[src/rtl/muldiv_unit_pkg.sv]
// Shared definitions for the multiply/divide unit: FSM state encoding,
// default widths and the divide-by-zero LO value.
package muldiv_unit_pkg;

  localparam int MD_WIDTH = 32;
  localparam int MD_CNT_W = 5;

  // IDLE waits for a start, CALC runs one iteration per cycle, FIX applies
  // signs and commits HI/LO.
  typedef enum logic [1:0] {
    MD_IDLE = 2'd0,
    MD_CALC = 2'd1,
    MD_FIX  = 2'd2
  } mdState_e;

  // LO after a divide by zero (the restoring loop naturally produces all ones).
  localparam logic [MD_WIDTH-1:0] MD_DIVZ_LO = '1;

endpackage

[src/rtl/muldiv_datapath.sv]
// Arithmetic core of the multiply/divide unit: operand magnitudes, the
// shift-add product accumulator, the restoring divider and sign fix-up.
// Sequencing (when to load, when to step) comes from the top-level FSM.
module muldiv_datapath
  import muldiv_unit_pkg::*;
#(
  parameter int WIDTH = MD_WIDTH
) (
  input  logic             clk,
  input  logic             rst,
  input  logic             load,
  input  logic             step,
  input  logic             divSel,
  input  logic             signedOp,
  input  logic [WIDTH-1:0] opA,
  input  logic [WIDTH-1:0] opB,
  output logic [WIDTH-1:0] hiResult,
  output logic [WIDTH-1:0] loResult
);

  // acc holds {product upper, multiplier} for multiply and
  // {unused, dividend/quotient} for divide; quotient bits shift in at the LSB.
  logic [2*WIDTH-1:0] acc;
  logic [WIDTH-1:0]   magB;
  logic [WIDTH-1:0]   rem;
  logic               isDiv;
  logic               resNeg;
  logic               remNeg;
  logic               divZero;

  logic [WIDTH-1:0]   magA;
  logic [WIDTH-1:0]   magBIn;
  logic [WIDTH:0]     addend;
  logic [WIDTH:0]     sum;
  logic [WIDTH:0]     shifted;
  logic [WIDTH:0]     trial;
  logic [2*WIDTH-1:0] product;
  logic [WIDTH-1:0]   quotient;
  logic [WIDTH-1:0]   remainder;

  assign magA   = (signedOp && opA[WIDTH-1]) ? (~opA + 1'b1) : opA;
  assign magBIn = (signedOp && opB[WIDTH-1]) ? (~opB + 1'b1) : opB;

  // Multiply step: add multiplicand into the upper half when the current
  // multiplier LSB is set, then shift the whole accumulator right.
  assign addend = acc[0] ? {1'b0, magB} : '0;
  assign sum    = {1'b0, acc[2*WIDTH-1:WIDTH]} + addend;

  // Divide step: bring in the next dividend bit and try subtracting the
  // divisor; the extra top bit of trial is the borrow.
  assign shifted = {rem, acc[WIDTH-1]};
  assign trial   = shifted - {1'b0, magB};

  // Operand latch on start, then one multiply or divide iteration per step.
  always_ff @(posedge clk) begin
    if (!rst) begin
      acc     <= '0;
      magB    <= '0;
      rem     <= '0;
      isDiv   <= 1'b0;
      resNeg  <= 1'b0;
      remNeg  <= 1'b0;
      divZero <= 1'b0;
    end else if (load) begin
      acc     <= {{WIDTH{1'b0}}, magA};
      magB    <= magBIn;
      rem     <= '0;
      isDiv   <= divSel;
      resNeg  <= signedOp && (opA[WIDTH-1] ^ opB[WIDTH-1]);
      remNeg  <= signedOp && opA[WIDTH-1];
      divZero <= divSel && (opB == '0);
    end else if (step) begin
      if (!isDiv) begin
        acc <= {sum, acc[WIDTH-1:1]};
      end else if (!trial[WIDTH]) begin
        rem             <= trial[WIDTH-1:0];
        acc[WIDTH-1:0]  <= {acc[WIDTH-2:0], 1'b1};
      end else begin
        rem             <= shifted[WIDTH-1:0];
        acc[WIDTH-1:0]  <= {acc[WIDTH-2:0], 1'b0};
      end
    end
  end

  // Sign fix-up and HI/LO selection; a zero divisor forces LO while HI keeps
  // the dividend (its magnitude re-signed gives back the original value).
  always_comb begin
    product   = resNeg ? (~acc + 1'b1) : acc;
    quotient  = resNeg ? (~acc[WIDTH-1:0] + 1'b1) : acc[WIDTH-1:0];
    remainder = remNeg ? (~rem + 1'b1) : rem;
    if (isDiv) begin
      hiResult = remainder;
      loResult = divZero ? MD_DIVZ_LO : quotient;
    end else begin
      hiResult = product[2*WIDTH-1:WIDTH];
      loResult = product[WIDTH-1:0];
    end
  end

endmodule

[src/rtl/muldiv_unit.sv]
// Iterative MULT/MULTU/DIV/DIVU unit owning HI/LO. Control FSM, iteration
// counter, HI/LO registers and the read port live here; arithmetic is in
// muldiv_datapath.
// Handshake: muldiv_en is a single-cycle start pulse honoured only when idle
// (busy==0); busy stays high until the result is committed, done pulses for
// one cycle when the new HI/LO becomes visible on hilo_out.
module muldiv_unit
  import muldiv_unit_pkg::*;
#(
  parameter int WIDTH = MD_WIDTH,
  parameter int CNT_W = MD_CNT_W
) (
  input  logic             clk,
  input  logic             rst,
  input  logic             muldiv_en,
  input  logic             mul0_div1_sel,
  input  logic             signed_op,
  input  logic [WIDTH-1:0] op_a,
  input  logic [WIDTH-1:0] op_b,
  input  logic             hilo_rd,
  input  logic             hi0_lo1_sel,
  output logic [WIDTH-1:0] hilo_out,
  output logic             busy,
  output logic             done,
  output logic             muldiv_stall,
  output mdState_e         dbgState
);

  mdState_e         state;
  mdState_e         nextState;
  logic [CNT_W-1:0] cnt;
  logic [WIDTH-1:0] hiReg;
  logic [WIDTH-1:0] loReg;
  logic [WIDTH-1:0] hiResult;
  logic [WIDTH-1:0] loResult;
  logic             start;
  logic             doneReg;

  assign start = (state == MD_IDLE) && muldiv_en;

  muldiv_datapath #(
    .WIDTH(WIDTH)
  ) uDatapath (
    .clk      (clk),
    .rst      (rst),
    .load     (start),
    .step     (state == MD_CALC),
    .divSel   (mul0_div1_sel),
    .signedOp (signed_op),
    .opA      (op_a),
    .opB      (op_b),
    .hiResult (hiResult),
    .loResult (loResult)
  );

  // State register.
  always_ff @(posedge clk) begin
    if (!rst) state <= MD_IDLE;
    else      state <= nextState;
  end

  // Next-state logic: starts are ignored outside IDLE.
  always_comb begin
    nextState = state;
    case (state)
      MD_IDLE: if (muldiv_en) nextState = MD_CALC;
      MD_CALC: if (cnt == '0) nextState = MD_FIX;
      MD_FIX:  nextState = MD_IDLE;
      default: nextState = MD_IDLE;
    endcase
  end

  // Iteration counter: loaded with all ones on start, counts down in CALC.
  always_ff @(posedge clk) begin
    if (!rst)                          cnt <= '0;
    else if (start)                    cnt <= '1;
    else if (state == MD_CALC && cnt != '0) cnt <= cnt - 1'b1;
  end

  // HI/LO commit in FIX and the one-cycle done pulse that follows it.
  always_ff @(posedge clk) begin
    if (!rst) begin
      hiReg   <= '0;
      loReg   <= '0;
      doneReg <= 1'b0;
    end else begin
      doneReg <= (state == MD_FIX);
      if (state == MD_FIX) begin
        hiReg <= hiResult;
        loReg <= loResult;
      end
    end
  end

  assign busy         = (state != MD_IDLE);
  assign done         = doneReg;
  assign muldiv_stall = hilo_rd && busy;
  assign hilo_out     = hi0_lo1_sel ? loReg : hiReg;
  assign dbgState     = state;

endmodule
[config.mk]
export PLATFORM = sky130hd
export DESIGN_NAME = muldiv_unit
export DESIGN_NICKNAME = d
export VERILOG_FILES = /design/src/rtl/muldiv_unit_pkg.sv /design/src/rtl/muldiv_datapath.sv /design/src/rtl/muldiv_unit.sv
export SDC_FILE = /design/constraint.sdc
export NUM_CORES = 1
export LEC_CHECK = 0
export BUFFER_PORTS_ARGS = -buffer_cell sky130_fd_sc_hd__buf_2
export CAP_MARGIN = 10
export CORE_UTILIZATION = 50
export DETAILED_ROUTE_END_ITERATION = 12
export PLACE_DENSITY = 0.68
export RECOVER_POWER = 50
export SYNTH_ARGS = -nofsm -noshare
export SYNTH_HDL_FRONTEND = slang
export SYNTH_SLANG_ARGS = --single-unit
[constraint.sdc]
create_clock -name clk -period 8.04 [get_ports clk]
set_clock_uncertainty 0.1 [all_clocks]
set_input_delay 1.206 -clock clk [delete_from_list [all_inputs] [get_ports clk]]
set_output_delay 1.206 -clock clk [all_outputs]
set_load 0.005 [all_outputs]
[Word level (Yosys, flattened, before mapping)]
Cells that the tools add are included.
Storage, ports and cells
  register bits: 204
  input bits: 71
  output and inout bits: 37
  logic and storage cells: 71
Operators by class
  $add $sub $neg: 8
  equality and inequality tests: 4
  mux-type cells: 20
  bitwise operators: 8
  reductions and logical operators: 18
Operator list (count)
  $mux 32: 13
  $add 32x1->32 const B: 4
  $not 32->32: 4
  $add 64x1->64 const B: 1
  $mux 64: 1
  $not 64->64: 1
  $add 32x32->33: 1
  $sub 33x32->33: 1
  $logic_not 32->1: 1
  $mux 5: 2
  $logic_and 1x1->1: 7
  $reduce_and 2->1: 3
  $reduce_bool 2->1: 3
  $logic_not 5->1: 1
  $reduce_bool 5->1: 1
  $sub 5x1->5 const B: 1
  $mux 2: 2
  $ne 2x2->1 const B: 2
  $pmux 2 s2: 1
  $eq 2x1->1 const B: 1
  $eq 2x2->1 const B: 1
  $logic_not 2->1: 1
  $not 1->1: 2
  $reduce_or 2->1: 1
  2 further kinds: 2

[Logic depth before layout (Yosys ltp)]
  depth after elaboration: 5
  gate-level depth with buffers: 14
  depth with buffers taken out: 13

[Cells and area by module]
From an unflattened synthesis, not the netlist that was laid out.
Second synthesis, totals
  cells, all modules: 2120
  area, all modules: 15730.1 um^2
Modules (own cells, without submodules)
  muldiv_datapath: instances 1, cells each 1763, area each 12791.0 um^2, sequential area each 2642.5 um^2
  muldiv_unit: instances 1, cells each 357, area each 2939.1 um^2, sequential area each 1441.4 um^2

[Worst setup path after synthesis]
No wires, ideal clock.
  path type: input to register
  start point: in op_a[10]
  end point: reg uDatapath.acc[29]
  setup time: 0.116 ns
  arrival: 3.499 ns
  data required time: 7.824 ns
  path slack: 4.325 ns
  stages: 9
  buffers on the path: 0
  cell sequence: nor2_1 > or4b_1 > or4_1 > or3_1 > nor4_2 > and2_1 > a21oi_1 > xor2_1 > o211a_1
On the way
  cells in the longest elaborated chain, start to end: 4
Ends and longest elaborated chain
  start, declared: RTL line muldiv_unit.sv:18  | input logic [WIDTH-1:0] op_a,
  $not 32->32: RTL line muldiv_datapath.sv:41  | assign magA = (signedOp && opA[WIDTH-1]) ? (~opA + 1'b1) : opA;
  $add 32x1->32: RTL line muldiv_datapath.sv:41
  $mux 32: RTL line muldiv_datapath.sv:41
  $mux 32: RTL line muldiv_datapath.sv:64  | end else if (load) begin
  end signal, assigned: RTL line muldiv_datapath.sv:65  | acc <= {{WIDTH{1'b0}}, magA};
  end signal, assigned: RTL line muldiv_datapath.sv:74  | acc <= {sum, acc[WIDTH-1:1]};
  end signal, assigned by index: RTL line muldiv_datapath.sv:77  | acc[WIDTH-1:0] <= {acc[WIDTH-2:0], 1'b1};
  end, declared: RTL line muldiv_datapath.sv:23  | logic [2*WIDTH-1:0] acc;
Every way passes these cells.
A chain may end at the register's enable or synchronous reset.

[Worst setup path in the final report]
  start point: in rst
  end point: reg uDatapath.rem[30]
On the way
  cells in the longest elaborated chain, start to end: 2
Ends and longest elaborated chain
  start, declared: RTL line muldiv_unit.sv:14  | input logic rst,
  $not 1->1 (no line)
  $reduce_or 2->1 (no line)
  end signal, assigned: RTL line muldiv_datapath.sv:76  | rem <= trial[WIDTH-1:0];
  end signal, assigned: RTL line muldiv_datapath.sv:79  | rem <= shifted[WIDTH-1:0];
  end, declared: RTL line muldiv_datapath.sv:25  | logic [WIDTH-1:0] rem;
Every way passes these cells.

==> impl_results.md <==
- Synthesized instance count: slightly below 2,000
- Via count of the first global-routing pass: approximately 14,000
- GRT overflow: 0
- Worst r2r src: uDatapath.acc[0]
- Final setup viols: 0
- Worst slew pin tran: about 3.3 ns
- Met3 usage in global routing: ~2.4%
- Crit end category: flop
- Fmax achieved: between 0.15 and 0.2 GHz
- CP max FO: between 70 and 80
- Critical R2R Capture: uDatapath.acc[63]
- Area share of the largest cell type after synthesis: a little over a quarter
- Post CTS Setup Buffer Count: 0
- First-pass GRT wire length: approximately 74,000 um
- Placed Cells: roughly 2,400
- First drt pass iteration count: 5
- Worst vdd ir: around 0.14 mV
- Via Count: roughly 15,000
- Hold Vio Cnt, Final: 0
- CTS tree: yes
- Required @ worst endpoint: roughly 8.4 ns
- Hold_buf cts: 0
- Number of synthesized flops with an enable pin: 0
- Clock power share: 38.7%
- H-tree Lvls: 1
- Combinational share of power: ~23%
- Leak: 7.11 nW
- Via-per-instance ratio: approximately 6.2
- Yosys warnings: 0
- Clock buffer count from CTS: 24
- Yosys reg bits: roughly 200
- FF-to-FF setup slack: approximately 2.8 ns
- Core Area: 29,900 um^2
- GRT Max-Usage Layer: met2
- Register area share after synthesis: 26.7%
- Clk Latency, worst-skew pair: between 0.5 and 0.6 ns
- R2R depth: 13
- Average wire per standard cell: slightly below 20 um
- Num ports: between 100 and 150
- Outcome: finished, violations left
- DR iter-0 viols: around 1,200
- Reg power frac: approximately two fifths
- Hpwl dp: about 35,000 um
- Antenna violations before repair: 0
- Worst slew margin: -121%
- Nets: about 2,100
- Hold Path Depth: 2
- Sw Share: 31.5%
- Die area: about 31,000 um^2
- Die Width: 177 um
- # rows: 63
- Internal power: just over 2 mW
- Die height: 177 um
- Synth Cell Area: about 15,000 um^2
- Hold Crit Class: reg -> reg
- Top_reg_cell synth: dfxtp_1
- GR Util met1: about 40%
- Routed Antenna Nets: 0
- Root Buffer: clkbuf_16
- Starting Density: approximately half
- Crit path time final: around 5.5 ns
- Largest net degree at the start of global routing: between 80 and 90
- Worst EP arrival: 5.82 ns
- Area leader, netlist: dfxtp_1
- Failing checks: max-capacitance violations, max-slew violations
- Layout cell share with drive strength beyond 1: approximately a tenth
- Met2 Track Usage GR: about half
- Syn_nets: between 2,000 and 2,500
- Worst Hold Path EP: hiReg[11]
- Worst hold start: hiReg[11]
- Area delta synth->final: 9.58%
- Post-CTS sizing: 0
- Fin crit share: between 60% and 70%
- Drc violations: 0
- Synth top area cells: dfxtp_1, xor2_1, a21oi_1
- Gpl congestion: approximately 0.95
- Setup CP Type: in -> reg
- PwrDens: 177 nW/um^2
- RSZ-0062 raised after global routing: no
- Diodes inserted: 0
- CP Launch Type: input pin
- Placed inst area: about 16,000 um^2
- Switching power: 0.933 mW
- Overall power: just under 3 mW
- Max Cap Viol: 4
- Post-synth cell types: between 70 and 80
- Fin cells: 2,405
- Setup TNS: 0 ns
- Max Root-Sink Buffers: 3
- Total GRT Usage: approximately 30%
- Reg clk slew, reported paths: 0.06 ns
- Most frequent cells in the layout: nand2_1, dfxtp_1, a21oi_1
- Commonest non-fill, non-tap cell in the layout: nand2_1
- Final WL: approximately 47,000 um
- Ys async rst share: 0%
- CTS sink cnt: around 200
- Port Buffers: 107
- Post-route cell area: 16,800 um^2
- Final max-slew violation count: 182
- Synthesized area per cell: slightly below 8 um^2
sequential cells by signal, indices dropped and copies added (netlist names):
name,flops
uDatapath.acc,64
hiReg,32
loReg,32
uDatapath.magB,32
uDatapath.rem,32
cnt,5
dbgState,2
done,1
uDatapath.divZero,1
uDatapath.isDiv,1
uDatapath.remNeg,1
uDatapath.resNeg,1
cell type report:
class                           count  area [um^2]
Fill cell                        2823        13100
Sequential cell                   204         4090
Multi-Input combinational cell   1586        10500
Inverter                           62          233
Tap cell                          390          488
Timing Repair Buffer              120          619
Clock inverter                      4         72.6
Clock buffer                       39          758
power groups by stage:
| stage | sequential (mW) | clock, mW | combinational (mW) |
|---|---|---|---|
| finish | 1.14 | 1.15 | 0.675 |
| global placement | 1.16 | 0 | 0.661 |
| global route | 1.15 | 1.20 | 0.744 |
| detailed placement | 1.16 | 0 | 0.669 |
| floorplan | 1.12 | 0 | 0.506 |
| CTS | 1.14 | 1.16 | 0.672 |
layer usage:
layer / wire [um] / vias to the layer above
li1: - / 7222
met1: 21200 / 7111
met2: 21600 / 471
met3: 2300 / 93
met4: 2080 / 0
met5: 0 / -
how the worst max path moves through the flow:
stage,from,cells after the start,to
floorplan,op_a[10],9,uDatapath.acc[29]
global placement,op_a[10],10,uDatapath.acc[31]
detailed placement,uDatapath.acc[31],14,uDatapath.rem[26]
CTS,uDatapath.acc[31],14,uDatapath.rem[26]
global route,rst,7,uDatapath.rem[30]
finish,rst,7,uDatapath.rem[30]
synth_stat cells (18+ instances only):
| master | count |
|---|---|
| nand2_1 | 225 |
| nand3_1 | 50 |
| o31ai_1 | 32 |
| mux2_2 | 42 |
| xor2_1 | 108 |
| o41ai_1 | 18 |
| o211ai_1 | 34 |
| clkbuf_1 | 101 |
| o211a_1 | 44 |
| ha_1 | 70 |
| o21ai_0 | 173 |
| nor2_1 | 121 |
| nor3_1 | 31 |
| xnor2_1 | 84 |
| dfxtp_1 | 204 |
| inv_1 | 62 |
| a21boi_0 | 18 |
| a21o_1 | 29 |
| mux2i_1 | 47 |
| a21oi_1 | 178 |
| or3_1 | 28 |
per-stage QoR:
| stage | hold slack, ns | utilization, % | worst slack [ns] |
|---|---|---|---|
| finish | 0.340 | 56.1 | 2.57 |
| CTS | 0.340 | 56.3 | 3.82 |
| floorplan | 0.312 | - | 4.32 |
| global placement | 0.331 | 53.5 | 3.92 |
| global route | 0.380 | 56.1 | 2.09 |
| detailed placement | 0.331 | 53.5 | 3.84 |
critical path, cell delays in order:
cell      delay, ns
buf_4          0.36
clkbuf_1       2.39
nand2_2       -0.03
clkbuf_1       0.85
a221o_1        0.54
or3_1          0.32
o21ai_0        0.15
cell families (layout without fill, tap and decap cells):
logic type / Yosys count / count (layout) / share of synthesized area [%]
flip-flops: 204 / 204 / 26.7
XOR/XNOR: 192 / 192 / 11.0
AO/OA/AOI/OAI: 641 / 641 / 27.1
buffers and inverters: 185 / 225 / 4.66
adder cells (fa/ha/maj): 72 / 72 / 5.99
multiplexers: 89 / 89 / 6.17
AND/OR/NAND/NOR: 592 / 592 / 18.4
(Power assumes the default switching activity.)
